### src/rtl/pwm_sar_multichannel_if.sv
// Control and result bundle for the multi-channel PWM SAR converter.
//   slave  : converter side (takes run controls + comparator, drives code/mux/results)
//   master : controller/testbench side (drives run controls + comparator, observes outputs)
// Ports: enable, mode, start, comparator_in | current_duty_cycle, mux_sel,
//        results, result_valid, result_channel, busy
interface pwm_sar_multichannel_if #(
  parameter int WIDTH    = 8,
  parameter int CHANNELS = 4
);
  localparam int SEL_W = (CHANNELS > 1) ? $clog2(CHANNELS) : 1;

  logic                      enable;
  logic                      mode;
  logic                      start;
  logic                      comparator_in;
  logic [WIDTH-1:0]          current_duty_cycle;
  logic [SEL_W-1:0]          mux_sel;
  logic [CHANNELS*WIDTH-1:0] results;
  logic                      result_valid;
  logic [SEL_W-1:0]          result_channel;
  logic                      busy;

  modport slave (
    input  enable, mode, start, comparator_in,
    output current_duty_cycle, mux_sel, results, result_valid, result_channel, busy
  );

  modport master (
    output enable, mode, start, comparator_in,
    input  current_duty_cycle, mux_sel, results, result_valid, result_channel, busy
  );
endinterface

### src/rtl/pwm_sar_multichannel.sv
// Time-shared PWM SAR converter: one DAC/comparator pair, CHANNELS muxed inputs, 2^AVG_LOG2 averaging.
// Latency: per channel 2^AVG_LOG2*(WIDTH*(SETTLE_CYCLES+1)+1)+1 cycles from first SETTLE to PUBLISH; result_valid one cycle later.
// Backpressure: none; start is ignored while busy, enable low aborts to IDLE keeping published results.
// Ports: clk, reset (sync, active-low), bus (slave modport: run controls, comparator in; code, mux, results out).
module pwm_sar_multichannel #(
  parameter int WIDTH         = 8,
  parameter int CHANNELS      = 4,
  parameter int SETTLE_CYCLES = 1024,
  parameter int AVG_LOG2      = 2
) (
  input logic                   clk,
  input logic                   reset,
  pwm_sar_multichannel_if.slave bus
);
  localparam int SEL_W = (CHANNELS > 1) ? $clog2(CHANNELS) : 1;
  localparam int ACC_W = WIDTH + AVG_LOG2;
  localparam int SC_W  = $clog2(SETTLE_CYCLES);
  localparam int CV_W  = (AVG_LOG2 > 0) ? AVG_LOG2 : 1;

  localparam logic [SC_W-1:0]  SETTLE_LAST = SC_W'(SETTLE_CYCLES - 1);
  localparam logic [CV_W-1:0]  CONV_LAST   = CV_W'((1 << AVG_LOG2) - 1);
  localparam logic [SEL_W-1:0] CH_LAST     = SEL_W'(CHANNELS - 1);
  localparam logic [WIDTH-1:0] MSB         = {1'b1, {(WIDTH-1){1'b0}}};

  typedef enum logic [2:0] {IDLE, SETTLE, DECIDE, ACCUM, PUBLISH} state_t;

  state_t                    state_q, state_d;
  logic [1:0]                sync_q;
  logic [WIDTH-1:0]          duty_q, duty_d;
  logic [WIDTH-1:0]          mask_q, mask_d;
  logic [SEL_W-1:0]          ch_q, ch_d;
  logic [ACC_W-1:0]          acc_q, acc_d;
  logic [CV_W-1:0]           conv_q, conv_d;
  logic [SC_W-1:0]           settle_q, settle_d;
  logic [CHANNELS*WIDTH-1:0] results_q, results_d;
  logic                      rv_q, rv_d;
  logic [SEL_W-1:0]          rch_q, rch_d;
  logic [WIDTH-1:0]          trial;
  logic [ACC_W-1:0]          avg;
  logic                      comp_s;

  assign comp_s = sync_q[1];

  always_comb begin
    state_d   = state_q;
    duty_d    = duty_q;
    mask_d    = mask_q;
    ch_d      = ch_q;
    acc_d     = acc_q;
    conv_d    = conv_q;
    settle_d  = settle_q;
    results_d = results_q;
    rv_d      = 1'b0;
    rch_d     = rch_q;
    trial     = duty_q;
    avg       = acc_q >> AVG_LOG2;

    case (state_q)
      IDLE: begin
        duty_d = '0;
        if (bus.enable && (bus.mode || bus.start)) begin
          state_d  = SETTLE;
          ch_d     = '0;
          acc_d    = '0;
          conv_d   = '0;
          mask_d   = MSB;
          duty_d   = MSB;
          settle_d = '0;
        end
      end
      SETTLE: begin
        if (settle_q == SETTLE_LAST) state_d = DECIDE;
        else                         settle_d = settle_q + 1'b1;
      end
      DECIDE: begin
        // comparator low means the input is below the trial code: drop the bit
        if (!comp_s) trial = duty_q & ~mask_q;
        duty_d = trial;
        if (mask_q[0]) begin
          state_d = ACCUM;
        end else begin
          mask_d   = mask_q >> 1;
          duty_d   = trial | (mask_q >> 1);
          settle_d = '0;
          state_d  = SETTLE;
        end
      end
      ACCUM: begin
        acc_d = acc_q + ACC_W'(duty_q);
        if (conv_q == CONV_LAST) begin
          state_d = PUBLISH;
        end else begin
          conv_d   = conv_q + 1'b1;
          mask_d   = MSB;
          duty_d   = MSB;
          settle_d = '0;
          state_d  = SETTLE;
        end
      end
      PUBLISH: begin
        results_d[ch_q*WIDTH +: WIDTH] = avg[WIDTH-1:0];
        rch_d = ch_q;
        rv_d  = 1'b1;
        // mode is only looked at here, so a mid-sweep change waits for this decision
        if (ch_q == CH_LAST && !bus.mode) begin
          state_d = IDLE;
          duty_d  = '0;
        end else begin
          ch_d     = (ch_q == CH_LAST) ? '0 : ch_q + 1'b1;
          acc_d    = '0;
          conv_d   = '0;
          mask_d   = MSB;
          duty_d   = MSB;
          settle_d = '0;
          state_d  = SETTLE;
        end
      end
      default: state_d = IDLE;
    endcase

    // abort wins over everything: discard the partial conversion, keep published results
    if (!bus.enable) begin
      state_d   = IDLE;
      duty_d    = '0;
      rv_d      = 1'b0;
      results_d = results_q;
      rch_d     = rch_q;
    end
  end

  always_ff @(posedge clk) begin
    if (!reset) begin
      state_q   <= IDLE;
      sync_q    <= '0;
      duty_q    <= '0;
      mask_q    <= '0;
      ch_q      <= '0;
      acc_q     <= '0;
      conv_q    <= '0;
      settle_q  <= '0;
      results_q <= '0;
      rv_q      <= 1'b0;
      rch_q     <= '0;
    end else begin
      state_q   <= state_d;
      sync_q    <= {sync_q[0], bus.comparator_in};
      duty_q    <= duty_d;
      mask_q    <= mask_d;
      ch_q      <= ch_d;
      acc_q     <= acc_d;
      conv_q    <= conv_d;
      settle_q  <= settle_d;
      results_q <= results_d;
      rv_q      <= rv_d;
      rch_q     <= rch_d;
    end
  end

  assign bus.current_duty_cycle = duty_q;
  assign bus.mux_sel            = ch_q;
  assign bus.results            = results_q;
  assign bus.result_valid       = rv_q;
  assign bus.result_channel     = rch_q;
  assign bus.busy               = (state_q != IDLE);
endmodule

### src/flat_wrapper.sv
// flat-port wrapper written by rule: the top's interface ports become plain ports
module pwm_sar_multichannel_flat 
#(
  parameter int WIDTH         = 8,
  parameter int CHANNELS      = 4,
  parameter int SETTLE_CYCLES = 1024,
  parameter int AVG_LOG2      = 2
)
  (clk, reset, bus_enable, bus_mode, bus_start, bus_comparator_in, bus_current_duty_cycle, bus_mux_sel, bus_results, bus_result_valid, bus_result_channel, bus_busy);
  pwm_sar_multichannel_if #(.WIDTH(WIDTH), .CHANNELS(CHANNELS)) bus_i ();
  input logic clk;
  input logic reset;
  input wire logic [$bits(bus_i.enable)-1:0] bus_enable;
  input wire logic [$bits(bus_i.mode)-1:0] bus_mode;
  input wire logic [$bits(bus_i.start)-1:0] bus_start;
  input wire logic [$bits(bus_i.comparator_in)-1:0] bus_comparator_in;
  output wire logic [$bits(bus_i.current_duty_cycle)-1:0] bus_current_duty_cycle;
  output wire logic [$bits(bus_i.mux_sel)-1:0] bus_mux_sel;
  output wire logic [$bits(bus_i.results)-1:0] bus_results;
  output wire logic [$bits(bus_i.result_valid)-1:0] bus_result_valid;
  output wire logic [$bits(bus_i.result_channel)-1:0] bus_result_channel;
  output wire logic [$bits(bus_i.busy)-1:0] bus_busy;
  assign bus_i.enable = bus_enable;
  assign bus_i.mode = bus_mode;
  assign bus_i.start = bus_start;
  assign bus_i.comparator_in = bus_comparator_in;
  assign bus_current_duty_cycle = bus_i.current_duty_cycle;
  assign bus_mux_sel = bus_i.mux_sel;
  assign bus_results = bus_i.results;
  assign bus_result_valid = bus_i.result_valid;
  assign bus_result_channel = bus_i.result_channel;
  assign bus_busy = bus_i.busy;
  pwm_sar_multichannel #(.WIDTH(WIDTH), .CHANNELS(CHANNELS), .SETTLE_CYCLES(SETTLE_CYCLES), .AVG_LOG2(AVG_LOG2)) u_core (.clk(clk), .reset(reset), .bus(bus_i));
endmodule
### config.mk
export PLATFORM = sky130hd
export DESIGN_NAME = pwm_sar_multichannel_flat
export DESIGN_NICKNAME = d
export VERILOG_FILES = /design/src/rtl/pwm_sar_multichannel_if.sv /design/src/rtl/pwm_sar_multichannel.sv /design/src/flat_wrapper.sv
export SDC_FILE = /design/constraint.sdc
export NUM_CORES = 1
export LEC_CHECK = 0
export CAP_MARGIN = 25
export CORE_MARGIN = 2
export CORE_UTILIZATION = 50
export DETAILED_ROUTE_END_ITERATION = 8
export PLACE_DENSITY = 0.7
export SKIP_CTS_REPAIR_TIMING = 1
export SLEW_MARGIN = 20
export SYNTH_ARGS = -nofsm -noshare
export SYNTH_HDL_FRONTEND = slang
export SYNTH_SLANG_ARGS = --single-unit
### constraint.sdc
create_clock -name clk -period 4 [get_ports clk]
set_input_delay 0.4 -clock clk [delete_from_list [all_inputs] [get_ports clk]]
set_output_delay 0.4 -clock clk [all_outputs]
set_load 0.01 [all_outputs]
Word level (Yosys, flattened, before mapping)
Cells that the tools add are included.
{"block": "word_totals", "inputBits": 6, "wordCells": 88, "reg_bits": 80}
{"block": "op_classes", "n_shift": 2, "bitwise_logic": 3, "eq_ne": 13, "n_reduce_logical": 20, "n_mux": 33, "addsub": 5}
{"op": "8-bit 2-to-1 mux", "count": 9}
{"op": "8-bit case mux with 4 select lines", "count": 2}
{"op": "10-bit 2-to-1 mux", "count": 5}
{"op": "10-bit case mux with 5 select lines", "count": 1}
{"op": "5-bit negation with 34-bit output", "count": 1}
{"op": "8-bit by 34-bit variable shift with 32-bit output (first input constant)", "count": 1}
{"op": "8-bit by 34-bit variable part select with 32-bit output", "count": 1}
{"op": "32-bit bitwise mux", "count": 1}
{"op": "10-bit case mux with 3 select lines", "count": 1}
{"op": "3-bit case mux with 5 select lines", "count": 1}
{"op": "2-bit 2-to-1 mux", "count": 6}
{"op": "10-bit by 1-bit adder with 10-bit output (second input constant)", "count": 1}
{"op": "10-bit by 8-bit adder with 10-bit output", "count": 1}
{"op": "10-bit equality test (second input constant)", "count": 1}
{"op": "3-bit 2-to-1 mux", "count": 3}
{"op": "8-bit AND", "count": 1}
{"op": "2-bit inequality test (second input constant)", "count": 4}
{"op": "8-bit NOT", "count": 1}
{"op": "8-bit by 7-bit bitwise OR with 8-bit output", "count": 1}
{"op": "2-bit AND reduction", "count": 4}
{"op": "4-bit AND reduction", "count": 2}
{"op": "3-bit by 2-bit equality test with 1-bit output (second input constant)", "count": 2}
{"op": "2-bit case mux with 3 select lines", "count": 1}
{"op": "3-bit AND reduction", "count": 2}
{"op": "other kinds (17)", "count": 23}

Longest topological paths before layout
Gate-level depths: netlist of the first run.
{"block": "depth", "ltp_word": 7, "ltp_mapped": 8, "ltp_nobuf": 8}

Worst setup path before layout of the first run
Ideal clock, no wire load.
{"block": "synth_path", "path_type": "register to register", "startpoint": "register u_core.ch_q[0], in the netlist u_core.bus.mux_sel[0]", "endpoint": "register u_core.results_q[0], in the netlist u_core.bus.results[0]", "t_arrival_ns": 1.881, "path_buffers": 1, "setup_time_ns": 0.076, "slack_ns": 2.043, "stages_incl_launch_ff": 7, "cell_sequence": "dfxtp_1 -> clkbuf_1 -> inv_1 -> ha_1 -> nor3b_1 -> nand3_1 -> a21boi_0"}
{"block": "synth_between", "elab_chain_len": 3}
{"item": "start, declared", "line_no": "pwm_sar_multichannel.sv:31", "rtl": "logic [SEL_W-1:0] ch_q, ch_d;"}
{"item": "start signal, assigned", "line_no": "pwm_sar_multichannel.sv:149", "rtl": "ch_q <= ch_d;"}
{"item": "5-bit negation with 34-bit output (*)", "line_no": "pwm_sar_multichannel.sv:101", "rtl": "results_d[ch_q*WIDTH +: WIDTH] = avg[WIDTH-1:0];"}
{"item": "8-bit by 34-bit variable part select with 32-bit output / 8-bit by 34-bit variable shift with 32-bit output (equally long branches)", "line_no": "pwm_sar_multichannel.sv:101"}
{"item": "32-bit bitwise mux (*)", "line_no": "pwm_sar_multichannel.sv:101"}
{"item": "end signal, assigned", "line_no": "pwm_sar_multichannel.sv:153", "rtl": "results_q <= results_d;"}
{"item": "end, declared", "line_no": "pwm_sar_multichannel.sv:35", "rtl": "logic [CHANNELS*WIDTH-1:0] results_q, results_d;"}
Mark *: on every way between the ends. The rest lies on a longest branch, timed or not.
A chain may end at the register's enable or synchronous reset.

Final worst setup path of the first run
{"block": "layout_path", "startpoint": "register u_core.state_q[1]", "endpoint": "register u_core.settle_q[8]"}
{"block": "layout_between", "elab_chain_len": 3}
{"item": "start, declared", "line_no": "pwm_sar_multichannel.sv:27", "rtl": "state_t state_q, state_d;"}
{"item": "start signal, assigned", "line_no": "pwm_sar_multichannel.sv:145", "rtl": "state_q <= state_d;"}
{"item": "3-bit by 1-bit equality test with 1-bit output, or another cell as far along", "line_no": "pwm_sar_multichannel.sv:58", "rtl": "case (state_q)"}
{"item": "5-bit nonzero test (no line), or another cell as far along"}
{"item": "6-bit AND reduction (no line)"}
{"item": "end signal, assigned", "line_no": "pwm_sar_multichannel.sv:152", "rtl": "settle_q <= settle_d;"}
{"item": "end, declared", "line_no": "pwm_sar_multichannel.sv:34", "rtl": "logic [SC_W-1:0] settle_q, settle_d;"}
Several ways; a longest one is shown, not always the timed one.

==> impl_metrics.csv, run 1 <==
group,metric,value,unit
route,totalWireLength,8924,um
run_status,run_status,"finished clean",
logic_synthesis,yosys.cell_types.count,58,
setup_path,timing.rr.end,"u_core.settle_q[8]",
run,drv_cap,0,
logic_synthesis,async_flop_share,0,%
setup_path,crit_type,"register to register",
route,post-route-drc-count,0,
logic_synthesis,synthCells,450,
sta,hold_viol_final,0,
placement,dp_cells,581,
placement,dp_hpwl,6400,um
sta,grt_setup_unrepaired,"no",
sta,min_period,2.509,ns
route,num_vias,3350,
placement,place.gp.congestion,0.8293,
layout,fillers,667,
placement,portBuffers,51,
pwr,p_per_area,321.0,nW/um2
sta,fin_ws,1.491,ns
setup_path,crit_start,"u_core.state_q[1]",
sta,max_freq,398.5,MHz
sta,slew_viol_final,0,
global_routing,grt_first_pass_wirelength,15380,um
logic_synthesis,synth_area,3812,um2
route,ant_nets,0,
clocking,cts_tree,"done",
route,drt_iter0_drc,182,
logic_synthesis,synth-main-ff-cell,"dfxtp_1",
clocking,clk_path_buf_depth,2,
clocking,clk_latency,0.37,ns
layout,final-seq-area,1602,um2
setup_path,reg2regPathDepth,5,
clocking,root_buffer,"clkbuf_8",
clocking,cts_max_level,3,
setup_path,cp_max_fo,18,
layout,stdcell_area,4551,um2
logic_synthesis,syn_nets,472,
route,vias_per_cell,5.602,
floorplanning,initial_core_util,52.01,%
worst_hold_path,holdPathStages,1,
logic_synthesis,ys_warn_count,0,
sta,worstMarginPinSlew,1.056,ns
sta,relSlewSlack,29.44,%
pwr,vdd_drop_max,214.6,uV
setup_path,endpoint_kind,"register",
layout,multi_input_area,2068,um2
layout,fin_util,62.08,%
floorplanning,dieArea,8339,um2
logic_synthesis,synth_edf_count,0,
floorplanning,ioPinCount,52,
global_routing,grt_remaining_overflow,0,
floorplanning,core,7331,um2
route,drt_pre_antenna_iters,4,
setup_path,cp_data_required_time,4.29,ns
placement,place_ws,1.232,ns
layout,drive_gt1_share,5.611,%
clocking,path_clk_slew,0.09,ns
global_routing,grt_use_total,22.84,%
logic_synthesis,yosysSeqAreaShare,42.01,%
route,drt-wirelength-per-cell,14.92,um
setup_path,regToRegSetupSlack,1.49,ns
setup_path,r2r_start,"u_core.state_q[1]",
setup_path,crit_path_end,"u_core.settle_q[8]",
setup_path,cp-start-kind,"register",
setup_path,crit_arrival,2.80,ns
sta,clock_skew,0.01437,ns
floorplanning,die_h,91.32,um
sta,finalSetupViolCount,0,
clocking,numCtsBuffers,9,
pwr,p_leak,0.001558,uW
layout,diodes,0,
logic_synthesis,synth_area_per_cell,8.472,um2
layout,final_nets,516,
floorplanning,num_rows,31,
clocking,cts.sinks,80,
placement,dpl_cell_area,4352,um2
sta,period_share,62.73,%
layout,syn_to_final_growth,19.36,%
worst_hold_path,min_path_type,"register to register",
layout,layout.cells.non_filler,598,
global_routing,grt_max_degree,47,
sta,finalSetupTns,0,ns
logic_synthesis,ys_ff_latch,80,
global_routing,antenna_found_initial,0,
global_routing,grt_pass1_vias,3167,
floorplanning,die_w,91.32,um
[how the worst min path moves through the flow]
stage / from / to / slack [ns]
6_report: u_core.sync_q[0] / u_core.sync_q[1] / 0.44
5_1_grt: u_core.sync_q[0] / u_core.sync_q[1] / 0.47
4_1_cts: u_core.sync_q[0] / u_core.sync_q[1] / 0.44
3_5_place_dp: u_core.sync_q[0] / u_core.sync_q[1] / 0.43
3_3_place_gp: u_core.sync_q[0] / u_core.sync_q[1] / 0.42
2_1_floorplan: u_core.sync_q[0] / u_core.sync_q[1] / 0.41
[worst max-delay path, cell delays in order (launching register included)]
cell and delay [ns]:
dfxtp_1 0.70, nor3b_2 0.21, a221oi_4 0.35, nand3_1 0.40, or4_1 0.62, a21oi_1 0.15
[sequential cells by signal, summed over array words and instances, names as in the netlist, 3 cells and up]
signal / flops
u_core.settle_q: 10
u_core.acc_q: 10
u_core.state_q: 3
u_core.mask_q: 8
u_core.bus.results: 32
u_core.bus.current_duty_cycle: 8
[final cells by class]
| type | count | area share [%] |
|---|---|---|
| Inverter | 12 | 0.9898 |
| Multi-Input combinational cell | 338 | 45.45 |
| Sequential cell | 80 | 35.19 |
| Tap cell | 99 | 2.722 |
| Timing Repair Buffer | 53 | 11.38 |
| Clock buffer | 9 | 2.722 |
| Clock inverter | 7 | 1.540 |
[cell usage after synthesis, types with 5 or more instances]
cell type	number	share of area (%)
nand2b_1	5	0.82
nand2_1	71	7.0
nor3b_1	6	1.2
nand3_1	45	5.9
a21boi_1	5	0.98
and3_1	10	1.6
dfxtp_1	80	42
a21oi_1	25	3.3
nor2_1	19	1.9
inv_1	10	0.98
a21boi_0	35	6.9
o21ai_0	20	2.6
ha_1	15	4.9
clkbuf_1	14	1.4
o31ai_1	5	0.98
nor2b_1	13	2.1
nand4_1	5	0.82
and2_1	5	0.82
[placed cells by master (no fill, tap or decap), types with 2 or more instances in the layout]
| cell | instances |
|---|---|
| inv_1 | 10 |
| o21ai_0 | 20 |
| nor3_1 | 3 |
| o22ai_1 | 2 |
| xor2_1 | 3 |
| ha_1 | 15 |
| or4_1 | 4 |
| clkdlybuf4s50_1 | 50 |
| mux2i_1 | 3 |
| nor4_1 | 2 |
| a21boi_1 | 5 |
| o211ai_1 | 2 |
| nand2_1 | 71 |
| dfxtp_1 | 80 |
| or3_1 | 3 |
| nand3_1 | 45 |
| nor2_1 | 19 |
| a22oi_1 | 4 |
| clkbuf_8 | 9 |
| and2_1 | 5 |
| nand4_1 | 5 |
| a21boi_0 | 35 |
| clkinv_2 | 3 |
| a21oi_1 | 25 |
| nand2b_1 | 5 |
| nor3b_1 | 6 |
| nor2b_1 | 13 |
| o31ai_1 | 5 |
| and3_1 | 10 |
| o21a_1 | 3 |
[layer usage]
metal  up-vias  global-route usage (%)  part of all wire (%)
met2        81                   36.91                    47
met5         -                       0                     0
met4         0                   7.449                   1.4
met1      1563                   30.66                    47
met3        12                   4.564                   4.1
li1       1694                       -                     -
[power breakdown]
group	leakage, uW	switching (uW)	internal [uW]	total (uW)
Clock	0.0000994	311	288	599
Combinational	0.000814	36.1	23.1	59.2
Sequential	0.000645	3.90	799	802
[metrics by stage]
stage | hold WS [ns] | total power, uW
finish | 0.4374 | 1461
global route | 0.4704 | 1516
CTS | 0.4417 | 1472
floorplan | 0.4119 | 863.4
global placement | 0.4152 | 879.7
detailed placement | 0.4279 | 880.6
[logic make-up (layout without fill, tap and decap cells)]
logic type | Yosys count | in the layout | share of synthesized area, %
and+or+nand+nor | 198 | 198 | 25.89
AOI/OAI and AO/OA | 118 | 118 | 21.43
DFF | 80 | 80 | 42.01
buffers and inverters | 32 | 81 | 3.741
adders and majority gates | 16 | 16 | 5.448
xor gates and xnor gates | 3 | 3 | 0.6893
muxes | 3 | 3 | 0.7877
No activity file was read; power rests on OpenSTA's default activity.
==> run 2, diff against run 1 <==
==> constraint.sdc (replaced) <==
create_clock -name clk -period 2.35 [get_ports clk]
set_input_delay 0.235 -clock clk [delete_from_list [all_inputs] [get_ports clk]]
set_output_delay 0.235 -clock clk [all_outputs]
set_load 0.01 [all_outputs]
==> run 2 against run 1 <==
Effect of this change: hold slack got worse by 0.17 ns; core utilization is 2.6 points higher; critical endpoint unchanged; sequential cell count unchanged; register-to-register slack worse by 1.3 ns; global-route usage increased by 0.10 points; total power is 76% higher; cell count increased by 3.3%; combinational power up 96%; first-iteration DRC count rose by 10%.
==> impl_metrics.csv, run 2 (synthesis gave the netlist of run 1 again) <==
group,metric,value,unit
global_routing,grt_max_degree,34,
run,drv_cap,0,
floorplanning,dieArea,8339,um2
setup_path,endpoint_kind,"register",
layout,syn_to_final_growth,24.29,%
floorplanning,die_w,91.32,um
floorplanning,ioPinCount,52,
clocking,root_buffer,"clkbuf_8",
sta,fin_ws,0.2315,ns
clocking,cts_tree,"done",
layout,largest_reg_flops,32,
sta,worstMarginPinSlew,0.5207,ns
sta,hold_viol_final,0,
floorplanning,initial_core_util,52.01,%
sta,finalSetupTns,0,ns
clocking,path_clk_slew,0.08,ns
sta,slew_viol_final,0,
placement,dp_hpwl,6597,um
sta,grt_setup_unrepaired,"no",
floorplanning,core,7331,um2
clocking,cts.sinks,80,
sta,period_share,90.15,%
route,drt-wirelength-per-cell,14.88,um
route,drt_iter0_drc,201,
sta,max_freq,472.0,MHz
global_routing,grt_first_pass_wirelength,15330,um
sta,whs,0.2703,ns
setup_path,cp_max_fo,10,
setup_path,cp_data_required_time,2.63,ns
layout,drive_gt1_share,9.249,%
setup_path,crit_type,"register to register",
clocking,cts_max_level,3,
layout,diodes,0,
layout,fin_util,64.64,%
route,drt_pre_antenna_iters,4,
global_routing,antenna_found_initial,0,
setup_path,crit_arrival,2.40,ns
placement,place.gp.congestion,0.8993,
route,ant_nets,0,
run_status,run_status,"finished clean",
layout,final_common_cell,"dfxtp_1",
clocking,clk_latency,0.35,ns
global_routing,grt_use_total,22.94,%
pwr,p_leak,0.001676,uW
floorplanning,num_rows,31,
placement,portBuffers,51,
pwr,p_per_area,541.6,nW/um2
sta,min_period,2.119,ns
global_routing,grt_pass1_vias,3136,
global_routing,grt_remaining_overflow,0,
sta,relSlewSlack,65.22,%
route,post-route-drc-count,0,
placement,place_ws,0.1378,ns
pwr,vdd_drop_max,298.1,uV
floorplanning,die_h,91.32,um
worst_hold_path,min_path_type,"primary input to register",
setup_path,cp-start-kind,"register",
route,totalWireLength,9197,um
clocking,clk_path_buf_depth,2,
sta,finalSetupViolCount,0,
layout,final_cell_mix,"dfxtp_1, nand2_1, clkdlybuf4s50_1, nand3_1, a21boi_0",
route,vias_per_cell,5.578,
sta,clock_skew,0.006371,ns
clocking,numCtsBuffers,9,
layout,final_nets,536,
route,num_vias,3447,
==> run 2: cell types whose count changed in the layout (fill, tap and decap cells not counted), sizes merged <==
| cell | previous run | this run |
|---|---|---|
| inv | 12 | 11 |
| clkinv | 5 | 2 |
| buf | 2 | 23 |
| clkinvlp | 1 | 0 |
| clkbuf | 10 | 14 |
==> run 2: worst paths after layout <==
kind | startpoint | to | slack [ns] | cells after the start
hold / removal | reset | u_core.sync_q[0] | 0.27 | 2
hold reg to reg | u_core.sync_q[0] | u_core.sync_q[1] | 0.45 | 1
setup / recovery | u_core.conv_q[0] | u_core.settle_q[8] | 0.23 | 6
setup reg to reg | u_core.conv_q[0] | u_core.settle_q[8] | 0.23 | 6
==> run 2: where the power goes <==
group / internal, uW / switching (uW) / total (uW)
combinational: 50.0 / 65.7 / 116
clock: 606 / 479 / 1080
sequential: 1360 / 6.18 / 1370
total: 2020 / 551 / 2570
==> run 2: per-stage QoR <==
stage                     std cells  cell area, um2  total power (uW)
after detailed placement        602            4509              1510
after global routing            618            4738              2663
after global placement          602            4509              1510
after floorplan                 450            3812              1470
final                           618            4738              2566
after CTS                       618            4727              2590
==> run 2: layout make-up <==
type / count / area [um2]
Clock buffer: 14 / 182.7
Clock inverter: 2 / 35.03
Fill cell: 617 / 2592
Inverter: 12 / 45.04
Multi-Input combinational cell: 338 / 2079
Sequential cell: 80 / 1602
Tap cell: 99 / 123.9
Timing Repair Buffer: 73 / 670.6
==> run 2: worst max-delay path, stage by stage, from the launching register on <==
cell and delay (ns):
dfxtp_1 0.33, ha_1 0.25, a21oi_1 0.20, a2bb2oi_1 0.32
nand3_2 0.23, or4_1 0.54, a21oi_1 0.16
==> run 2: per-layer routing <==
metal	vias to the layer above	routed length, um	global-route usage (%)
met2	87	4178	35.99
met1	1609	4472	31.68
met3	15	397	4.564
li1	1736	-	-
met4	0	148	7.449
met5	-	0	0
